**config.mk**
```make
export PLATFORM = sky130hd
export DESIGN_NAME = cpu_mem_responder
export DESIGN_NICKNAME = d
export VERILOG_FILES = /design/src/rtl/cpu_mem_responder_pkg.sv /design/src/rtl/cpu_mem_responder_byte_word_assembler.sv /design/src/rtl/cpu_mem_responder.sv
export SDC_FILE = /design/constraint.sdc
export NUM_CORES = 2
export LEC_CHECK = 0
export CAP_MARGIN = 10
export CORE_AREA = 2 2 355 620
export CTS_CLUSTER_DIAMETER = 200
export DETAILED_ROUTE_END_ITERATION = 6
export DIE_AREA = 0 0 357 622
export PLACE_DENSITY = 0.71
export REMOVE_ABC_BUFFERS = 1
export SLEW_MARGIN = 20
export SYNTH_ARGS = -nofsm -noshare
export SYNTH_HDL_FRONTEND = slang
export SYNTH_HIERARCHICAL = 1
export SYNTH_SLANG_ARGS = --single-unit
```
**constraint.sdc**
```tcl
create_clock -name Clk -period 4.5 [get_ports Clk]
set_input_delay 0.675 -clock Clk [delete_from_list [all_inputs] [get_ports Clk]]
set_output_delay 0.675 -clock Clk [all_outputs]
set_load 0.005 [all_outputs]
```
**src/rtl/cpu_mem_responder_pkg.sv**
```systemverilog
// Shared types and helpers for the CPU memory responder.
// Optional MMIO output register is enabled with CPU_MEM_MMIO_EN (see top).
package cpu_mem_pkg;

  typedef enum logic {
    LOAD = 1'b0,
    RUN  = 1'b1
  } state_e;

  // Byte address of the memory-mapped output register.
  localparam logic [31:0] MMIO_ADDR = 32'hFFFF_FFF0;

  typedef struct packed {
    logic        ok;   // address falls inside the memory
    logic [29:0] idx;  // word index, already masked to the memory depth
  } word_addr_t;

  // Split a byte address into word index and in-range flag for a
  // power-of-two memory of 'depth' words. Byte offset bits are ignored.
  function automatic word_addr_t decode_addr(input logic [31:0] addr,
                                             input logic [31:0] depth);
    word_addr_t r;
    r.idx = addr[31:2] & (depth[29:0] - 30'd1);
    r.ok  = ({2'b00, addr[31:2]} < depth);
    return r;
  endfunction

endpackage

```
**src/rtl/cpu_mem_responder_byte_word_assembler.sv**
```systemverilog
// Collects a big-endian byte stream into 32-bit words for the loader.
// word/word_done are valid in the cycle the fourth byte is presented, so
// the caller can commit the word on that same edge.
module byte_word_assembler (
  input  logic        Clk,
  input  logic        Clrn,
  input  logic        clr,
  input  logic        Ld_valid,
  input  logic [7:0]  Ld_byte,
  output logic [31:0] word,
  output logic        word_done
);

  logic [23:0] shift_q;
  logic [1:0]  bcnt_q;

  // Shift bytes in MSB-first; clr abandons any partially assembled word
  always_ff @(posedge Clk or negedge Clrn) begin
    if (!Clrn) begin
      shift_q <= '0;
      bcnt_q  <= 2'd0;
    end else if (clr) begin
      bcnt_q  <= 2'd0;
    end else if (Ld_valid) begin
      shift_q <= {shift_q[15:0], Ld_byte};
      bcnt_q  <= bcnt_q + 2'd1;
    end
  end

  assign word      = {shift_q, Ld_byte};
  assign word_done = Ld_valid & (bcnt_q == 2'd3);

endmodule

```
**src/rtl/cpu_mem_responder.sv**
```systemverilog
// Memory-side responder for the pipelined CPU: combinational IMEM/DMEM
// reads, clocked DMEM stores, and a byte-stream loader that fills IMEM
// while holding the CPU in reset.
// Define CPU_MEM_MMIO_EN to add the Io_out register at MMIO_ADDR.
module cpu_mem_responder
  import cpu_mem_pkg::*;
#(
  parameter int IMEM_WORDS = 64,
  parameter int DMEM_WORDS = 32
) (
  input  logic        Clk,
  input  logic        Clrn,
  input  logic [31:0] Iaddr,
  output logic [31:0] Inst,
  input  logic [31:0] Daddr,
  input  logic [31:0] Dwrite,
  input  logic        Wmem,
  output logic [31:0] Dread,
  input  logic        Ld_start,
  input  logic        Ld_valid,
  input  logic [7:0]  Ld_byte,
  input  logic        Ld_end,
  output logic        Cpu_clrn,
  output logic        Ld_ovf,
  output logic        Ld_busy
`ifdef CPU_MEM_MMIO_EN
  ,
  output logic [31:0] Io_out
`endif
);

  localparam int IAW = $clog2(IMEM_WORDS);
  localparam int DAW = $clog2(DMEM_WORDS);
  localparam logic [31:0] IDEPTH = 32'(IMEM_WORDS);
  localparam logic [31:0] DDEPTH = 32'(DMEM_WORDS);
  localparam logic [IAW:0] PTR_ONE = (IAW + 1)'(1);

  state_e       state_q;
  logic [IAW:0] ptr_q;     // one extra bit so it can sit at IMEM_WORDS
  logic         cpu_clrn_q;
  logic         ovf_q;
  logic         busy_q;

  logic [31:0]  imem_q [IMEM_WORDS];
  logic [31:0]  dmem_q [DMEM_WORDS];

  word_addr_t   i_dec;
  word_addr_t   d_dec;
  logic         in_load;
  logic         asm_valid;
  logic         asm_clr;
  logic         asm_done;
  logic [31:0]  asm_word;
  logic         ptr_full;
  logic         imem_we;
  logic         mmio_hit;
  logic         dmem_we;
  logic         unused_addr_bits;

  assign i_dec   = decode_addr(Iaddr, IDEPTH);
  assign d_dec   = decode_addr(Daddr, DDEPTH);
  assign in_load = (state_q == LOAD);

  // Bytes only count while loading; a restart or end drops a partial word.
  assign asm_valid = Ld_valid & in_load;
  assign asm_clr   = Ld_start | (in_load & Ld_end);

  byte_word_assembler u_asm (
    .Clk       (Clk),
    .Clrn      (Clrn),
    .clr       (asm_clr),
    .Ld_valid  (asm_valid),
    .Ld_byte   (Ld_byte),
    .word      (asm_word),
    .word_done (asm_done)
  );

  // ptr saturates at IMEM_WORDS, which is exactly when its top bit is set.
  assign ptr_full = ptr_q[IAW];
  // A restart takes priority over a word completing in the same cycle.
  assign imem_we  = asm_done & ~Ld_start & ~ptr_full;

`ifdef CPU_MEM_MMIO_EN
  assign mmio_hit = (Daddr == MMIO_ADDR);
`else
  assign mmio_hit = 1'b0;
`endif

  assign dmem_we = (state_q == RUN) & Wmem & d_dec.ok & ~mmio_hit;

  // Loader FSM: LOAD holds the CPU in reset, RUN releases it
  always_ff @(posedge Clk or negedge Clrn) begin
    if (!Clrn) begin
      state_q    <= LOAD;
      ptr_q      <= '0;
      cpu_clrn_q <= 1'b0;
      ovf_q      <= 1'b0;
      busy_q     <= 1'b1;
    end else if (Ld_start) begin
      state_q    <= LOAD;
      ptr_q      <= '0;
      cpu_clrn_q <= 1'b0;
      ovf_q      <= 1'b0;
      busy_q     <= 1'b1;
    end else if (in_load) begin
      if (asm_done) begin
        if (ptr_full) ovf_q <= 1'b1;
        else          ptr_q <= ptr_q + PTR_ONE;
      end
      if (Ld_end) begin
        state_q    <= RUN;
        cpu_clrn_q <= 1'b1;
        busy_q     <= 1'b0;
      end
    end
  end

  // IMEM write port, driven only by the program loader
  always_ff @(posedge Clk) begin
    if (imem_we) imem_q[ptr_q[IAW-1:0]] <= asm_word;
  end

  // DMEM write port; reads see the old word until the next cycle
  always_ff @(posedge Clk) begin
    if (dmem_we) dmem_q[d_dec.idx[DAW-1:0]] <= Dwrite;
  end

  assign Inst = i_dec.ok ? imem_q[i_dec.idx[IAW-1:0]] : 32'd0;

`ifdef CPU_MEM_MMIO_EN
  logic [31:0] io_q;

  // Memory-mapped output register, written by stores in RUN
  always_ff @(posedge Clk or negedge Clrn) begin
    if (!Clrn)                              io_q <= '0;
    else if ((state_q == RUN) && Wmem && mmio_hit) io_q <= Dwrite;
  end

  assign Io_out = io_q;
  assign Dread  = mmio_hit ? io_q : (d_dec.ok ? dmem_q[d_dec.idx[DAW-1:0]] : 32'd0);
`else
  assign Dread  = d_dec.ok ? dmem_q[d_dec.idx[DAW-1:0]] : 32'd0;
`endif

  assign Cpu_clrn = cpu_clrn_q;
  assign Ld_ovf   = ovf_q;
  assign Ld_busy  = busy_q;

  assign unused_addr_bits = ^{Iaddr[1:0], Daddr[1:0], i_dec.idx[29:IAW], d_dec.idx[29:DAW]};

endmodule

```
=== Word-level counts from Yosys, hierarchy flattened ===
Memories as Yosys holds them, arrays and structs flattened.
Index checks and enable logic that the tools add are counted.

* $mul: 0
* $lt $le $gt $ge: 2
* Divide/modulo/power cells: 0
* Bitwise gates (word level): 12
* Add/sub/neg operators: 2
* Reduce and logical (&&, ||, !) cells: 9
* Equal/unequal tests: 3
* Multiplexer cells: 25
* Shift operators: 0

{| class="wikitable"
|+ Operators with widths
! kind !! number
|-
| $mux W32 || 2
|-
| $lt A30 B6 Y1 const B || 1
|-
| $lt A30 B7 Y1 const B || 1
|-
| $mux W7 || 4
|-
| $mux W1 || 17
|-
| $reduce_bool A2 Y1 || 4
|-
| $add A7 B1 Y7 const B || 1
|-
| $and A1 B1 Y1 || 7
|-
| $reduce_and A2 Y1 || 3
|-
| $reduce_and A3 Y1 || 2
|-
| $mux W2 || 2
|-
| $ne A2 B2 Y1 const B || 2
|-
| $not A1 Y1 || 4
|-
| $add A2 B1 Y2 const B || 1
|-
| $eq A2 B2 Y1 const B || 1
|-
| $or A1 B1 Y1 || 1
|}

* Register bits after elaboration: 37
* Bits in writable memories: 3072
* Bits in latches: 0
* Input port bits: 110
* Memories kept: 2
* Logic and storage cells: 63
* Output and inout port bits: 67
* ROM bits: 0

{| class="wikitable"
|+ Memory list
! memory !! words !! width !! rd ports !! clocked after memory_dff !! wr ports !! RTL line !! RTL
|-
| imem_q || 64 || 32 || 1 || 0 || 1 || cpu_mem_responder.sv:44 || <nowiki>logic [31:0] imem_q [IMEM_WORDS];</nowiki>
|-
| dmem_q || 32 || 32 || 1 || 0 || 1 || cpu_mem_responder.sv:45 || <nowiki>logic [31:0] dmem_q [DMEM_WORDS];</nowiki>
|}

=== Depth between registers and ports, before layout ===
* Depth after elaboration: 7
* Mapped depth: 11
* Depth with buffers taken out: 7

=== Modules after synthesis ===
The synthesis kept the hierarchy.

{| class="wikitable"
|+ Modules (own cells, without submodules)
! module !! area each (sq um) !! sequential area each (sq um) !! cells each !! times used
|-
| cpu_mem_responder || 117532.7 || 92525.0 || 5018 || 1
|-
| byte_word_assembler || 1167.4 || 650.6 || 68 || 1
|}

=== Worst setup path after synthesis ===
No wires, ideal clock.

* Path type: input to register
* Start: input port Ld_valid
* End: memory imem_q[63][0], enable pin
* Data required time: 4079 ps
* Cell stages on the path: 5
* Buffers on the path: 0
* Data arrival time: 3291 ps
* Setup time: 421 ps
* Setup slack: 788 ps
* Path through: nor2b_1 and2_2 nor4bb_1 nand3_1 nor2_1

* Word-level cells in the longest chain between the ends: 6

{| class="wikitable"
|+ Ends and longest elaborated chain
! what !! RTL line !! RTL
|-
| start, declared || cpu_mem_responder.sv:20 || <nowiki>input logic Ld_valid,</nowiki>
|-
| $and A1 B1 Y1 || cpu_mem_responder.sv:65 || <nowiki>assign asm_valid = Ld_valid & in_load;</nowiki>
|-
| $and A1 B1 Y1 || cpu_mem_responder_byte_word_assembler.sv:31 || <nowiki>assign word_done = Ld_valid & (bcnt_q == 2'd3);</nowiki>
|-
| named net asm_done || cpu_mem_responder.sv:52 || <nowiki>logic asm_done;</nowiki>
|-
| $and A1 B1 Y1 (2 in series) || cpu_mem_responder.sv:81 || <nowiki>assign imem_we = asm_done & ~Ld_start & ~ptr_full;</nowiki>
|-
| $mux W1 || cpu_mem_responder.sv:120 || <nowiki>if (imem_we) imem_q[ptr_q[IAW-1:0]] <= asm_word;</nowiki>
|-
| $mux W1 (not written as such) || cpu_mem_responder.sv:120 ||
|-
| end, declared || cpu_mem_responder.sv:44 ||
|}

The timed path passes the listed nets, and every way through them passes these cells.

=== Final worst setup path ===
* Start: input port Iaddr[3]
* End: output port Inst[25]

* Word-level cells in the longest chain between the ends: 2
* Elaborated cells on any way between the ends: 3
* Those cells by class: order compare (1); mux (1); memory (1)

{| class="wikitable"
|+ Ends and longest elaborated chain
! what !! RTL line !! RTL
|-
| start, declared || cpu_mem_responder.sv:13 || <nowiki>input logic [31:0] Iaddr,</nowiki>
|-
| $lt A30 B7 Y1 or $mem_v2 Z64 W32 (tied branches) || n/a ||
|-
| $mux W32 (*) || cpu_mem_responder.sv:128 || <nowiki>assign Inst = i_dec.ok ? imem_q[i_dec.idx[IAW-1:0]] : 32'd0;</nowiki>
|-
| end, declared || cpu_mem_responder.sv:14 || <nowiki>output logic [31:0] Inst,</nowiki>
|}

Mark *: on every way between the ends. The rest lies on a longest branch, timed or not.

==> results.sh <==
export IMPL_status="complete, no violations"
export IMPL_p_sw_frac=0.215
export IMPL_tightest_slew_ns=1.14
export IMPL_grt_total_usage=0.270
export IMPL_totalPowerFinal_mw=60.5
export IMPL_htreeDepth=5
export IMPL_clk_path_buf_depth=4
export IMPL_cp_arrival_ns=3.78
export IMPL_required_ns=3.83
export IMPL_power_density_nw_per_um2=444
export IMPL_layout_setup_ws_ns=0.0494
export IMPL_wl_mm=298
export IMPL_synth_ff_latch_count=3109
export IMPL_startpoint="Iaddr[3]"
export IMPL_portBuffers=172
export IMPL_combPwrFrac=0.046
export IMPL_synth_top_family_by_area="multiplexers"
export IMPL_synthArstFlopShare=0.0119
export IMPL_initialDrtViolationCount=6597
export IMPL_pin_count=177
export IMPL_ys_dominant_reg_cell="edfxtp_1"
export IMPL_gp_congestion=0.826
export IMPL_synth_enable_flop_cells=3072
export IMPL_syn_area_per_cell_um2=23.3
export IMPL_p_clk_frac=0.382
export IMPL_reg2reg_slack_ns=0.79
export IMPL_start_util=0.548
export IMPL_clk_latency_ns=0.85
export IMPL_yosysSeqAreaShare=0.785
export IMPL_hold_class="in -> reg"
export IMPL_fin_skew_ns=0.0607
export IMPL_die_x_um=357
export IMPL_tns_ns=0
export IMPL_synth_simple_area_share=0.0139
export IMPL_routed_top_layer="met4"
export IMPL_internal_power_mw=47.5
export IMPL_path_clk_slew_ns=0.06
export IMPL_fin_nets=5739
export IMPL_firstDrtPassIters=7
export IMPL_area_growth_pct=14.8
export IMPL_relSlewSlack=0.243
export IMPL_design_core_area_um2=217000
export IMPL_period_needed_ns=4.45
export IMPL_fillers=14100
export IMPL_postSynthCellCount=5086
export IMPL_critPathMaxFanout=47
export IMPL_start_kind="input port"
export IMPL_crit_end="Inst[25]"
export IMPL_dieArea_um2=222000
export IMPL_reg2regPathDepth=7
export IMPL_met3WireLength_mm=24.4
export IMPL_rows=226
export IMPL_pwr_share_seq=0.572
export IMPL_dp_hpwl_mm=175
export IMPL_synth_compound_area_share=0.0231
export IMPL_via_per_inst=6.65
export IMPL_critPathKind="in -> out"
export IMPL_slew_viol_final=0
export IMPL_ys_warnings_count=6
export IMPL_tritoncts="yes"
export IMPL_fmax_mhz=225
export IMPL_wl_per_cell_um=34.4
export IMPL_vias=57700
export IMPL_muxShareOfSynthArea=0.163
export IMPL_grt_max_degree=89
export IMPL_route_detailed_drc=0
export IMPL_grt_antenna_before_repair=4
export IMPL_dp_slack_ns=0.174
export IMPL_period_share=0.989
export IMPL_drtAntennaViolNets=0
export IMPL_clkSinkCount=3109
export IMPL_die_y_um=622
export IMPL_synth_xor_area_frac=0.000369
export IMPL_grt_overflow_total=0
export IMPL_hold_violations=0
export IMPL_synthAdderAreaFrac=0.000211
export IMPL_wl_met1_mm=97.7
export IMPL_p_sw_mw=13.0
export IMPL_ir_drop_mv=0.417
export IMPL_r2r_end="imem_q[45][27]$_DFFE_PP_"
export IMPL_root_buffer="clkbuf_16"
export IMPL_ys_types=70
export IMPL_endpoint_kind="output port"
export IMPL_setup_viol=0
export IMPL_dr_wl_met2_mm=161
export IMPL_netlist_area_um2=119000
export IMPL_cts_buffers=275
export IMPL_first_global_vias=59600
export IMPL_drive_gt1_frac=0.295
export IMPL_power_leakage_nw=42.5
export IMPL_drv_cap=0
export IMPL_utilization=0.629
export IMPL_post_cts_buffers=0
export IMPL_grt_pass1_wl_mm=426
export IMPL_rsz0062_at_grt="false"
export IMPL_r2r_start="state_q$_DFF_PN0_"
## routing by layer
layer | up-vias | track usage
met5 | - | 0
met4 | 0 | 0.116
met3 | 753 | 0.0426
met2 | 3171 | 0.488
met1 | 30800 | 0.320
li1 | 23000 | -
## cell families after synthesis
group                    after synthesis
AO/OA/AOI/OAI                        375
XOR/XNOR                               5
adder cells (fa/ha/maj)                2
buffers and inverters                311
flip-flops                          3109
multiplexers                         952
AND/OR/NAND/NOR                      332
## layout make-up
cell class	count	area [um2]	area share
antenna	2	5.00	0.0000367
clock buffer	341	7310	0.0537
clock inverter	137	1320	0.00967
inverter	16	67.6	0.000496
multi-input combinational	1666	24600	0.180
sequential	3109	93200	0.684
tap	2850	3570	0.0262
timing repair buffer	559	6190	0.0454
## power by group through the flow
stage / registers (mW) / clock network [mW] / logic, mW
after floorplan: 34.9 / 0 / 1.11
after global placement: 35.2 / 0 / 2.64
after detailed placement: 35.3 / 0 / 2.72
after CTS: 34.7 / 23.4 / 2.73
after global routing: 34.7 / 24.4 / 2.94
final: 34.6 / 23.1 / 2.78
## sequential cells by signal (all words and copies together), names as in the netlist
register	cells
Ld_busy	1
ptr_q	7
u_asm/bcnt_q	2
Cpu_clrn	1
dmem_q	1024
state_q	1
Ld_ovf	1
imem_q	2048
u_asm/shift_q	24
## cell usage in the layout, fill, tap and decap left out, types with 50 or more instances in the layout
master           netlist  routed
a221oi_1              50      50
buf_12                 4     127
edfxtp_1            3072    3072
clkbuf_1             150      57
clkinv_1               3      57
mux2i_1              145     145
clkdlybuf4s50_1        0     148
clkbuf_16              0     283
nor2_4                 0      98
mux4_2               774     774
o22ai_1              104     104
buf_4                 34     267
## metrics by stage
stage | hold slack [ns] | instance area [um2] | cells
2_1_floorplan | 0.379 | 117000 | 4791
3_3_place_gp | 0.484 | 128000 | 8198
3_5_place_dp | 0.506 | 128000 | 8198
4_1_cts | 0.398 | 136000 | 8677
5_1_grt | 0.363 | 136000 | 8680
6_report | 0.365 | 136000 | 8680
## worst max-delay path, cell delays in order
cell	delay, ns
buf_8	0.22
buf_12	0.36
buf_4	0.34
buf_4	0.36
mux4_2	0.30
a21oi_1	0.08
and3_1	0.24
nor4_1	0.40
buf_4	0.21
clkdlybuf4s50_1	0.49
## how the worst min path moves through the flow
stage,startpoint,endpoint,slack (ns),depth (start not counted)
5_1_grt,Dwrite[6],dmem_q[7][6]$_DFFE_PP_,0.36,1
3_3_place_gp,u_asm/shift_q[23]$_DFFE_PN0P_,imem_q[17][31]$_DFFE_PP_,0.48,0
2_1_floorplan,Clrn,Cpu_clrn$_DFFE_PN0P_,0.38,0
3_5_place_dp,Ld_busy$_DFFE_PN1P_,Ld_busy$_DFFE_PN1P_,0.51,1
4_1_cts,Ld_end,state_q$_DFF_PN0_,0.40,3
6_report,Ld_byte[7],imem_q[0][7]$_DFFE_PP_,0.36,1
## cell usage after synthesis (32+ instances only)
master / instances / share of area
mux2i_1: 145 / 0.012
mux4_2: 774 / 0.15
edfxtp_1: 3072 / 0.78
o22ai_1: 104 / 0.0055
buf_2: 54 / 0.0023
buf_4: 34 / 0.0022
nor2_1: 134 / 0.0042
nor4_1: 45 / 0.0024
a21oi_1: 40 / 0.0017
dfrtp_1: 36 / 0.0076
o221ai_1: 32 / 0.0024
buf_6: 33 / 0.0031
clkbuf_1: 150 / 0.0047
nand2_1: 47 / 0.0015
a221oi_1: 50 / 0.0037
## repair_timing
action | CTS | global route
hold buffers | 1 | 0
hold endpoints to repair | 13 | 0
resized for setup | 0 | 0
No activity file was read; power rests on OpenSTA's default activity.
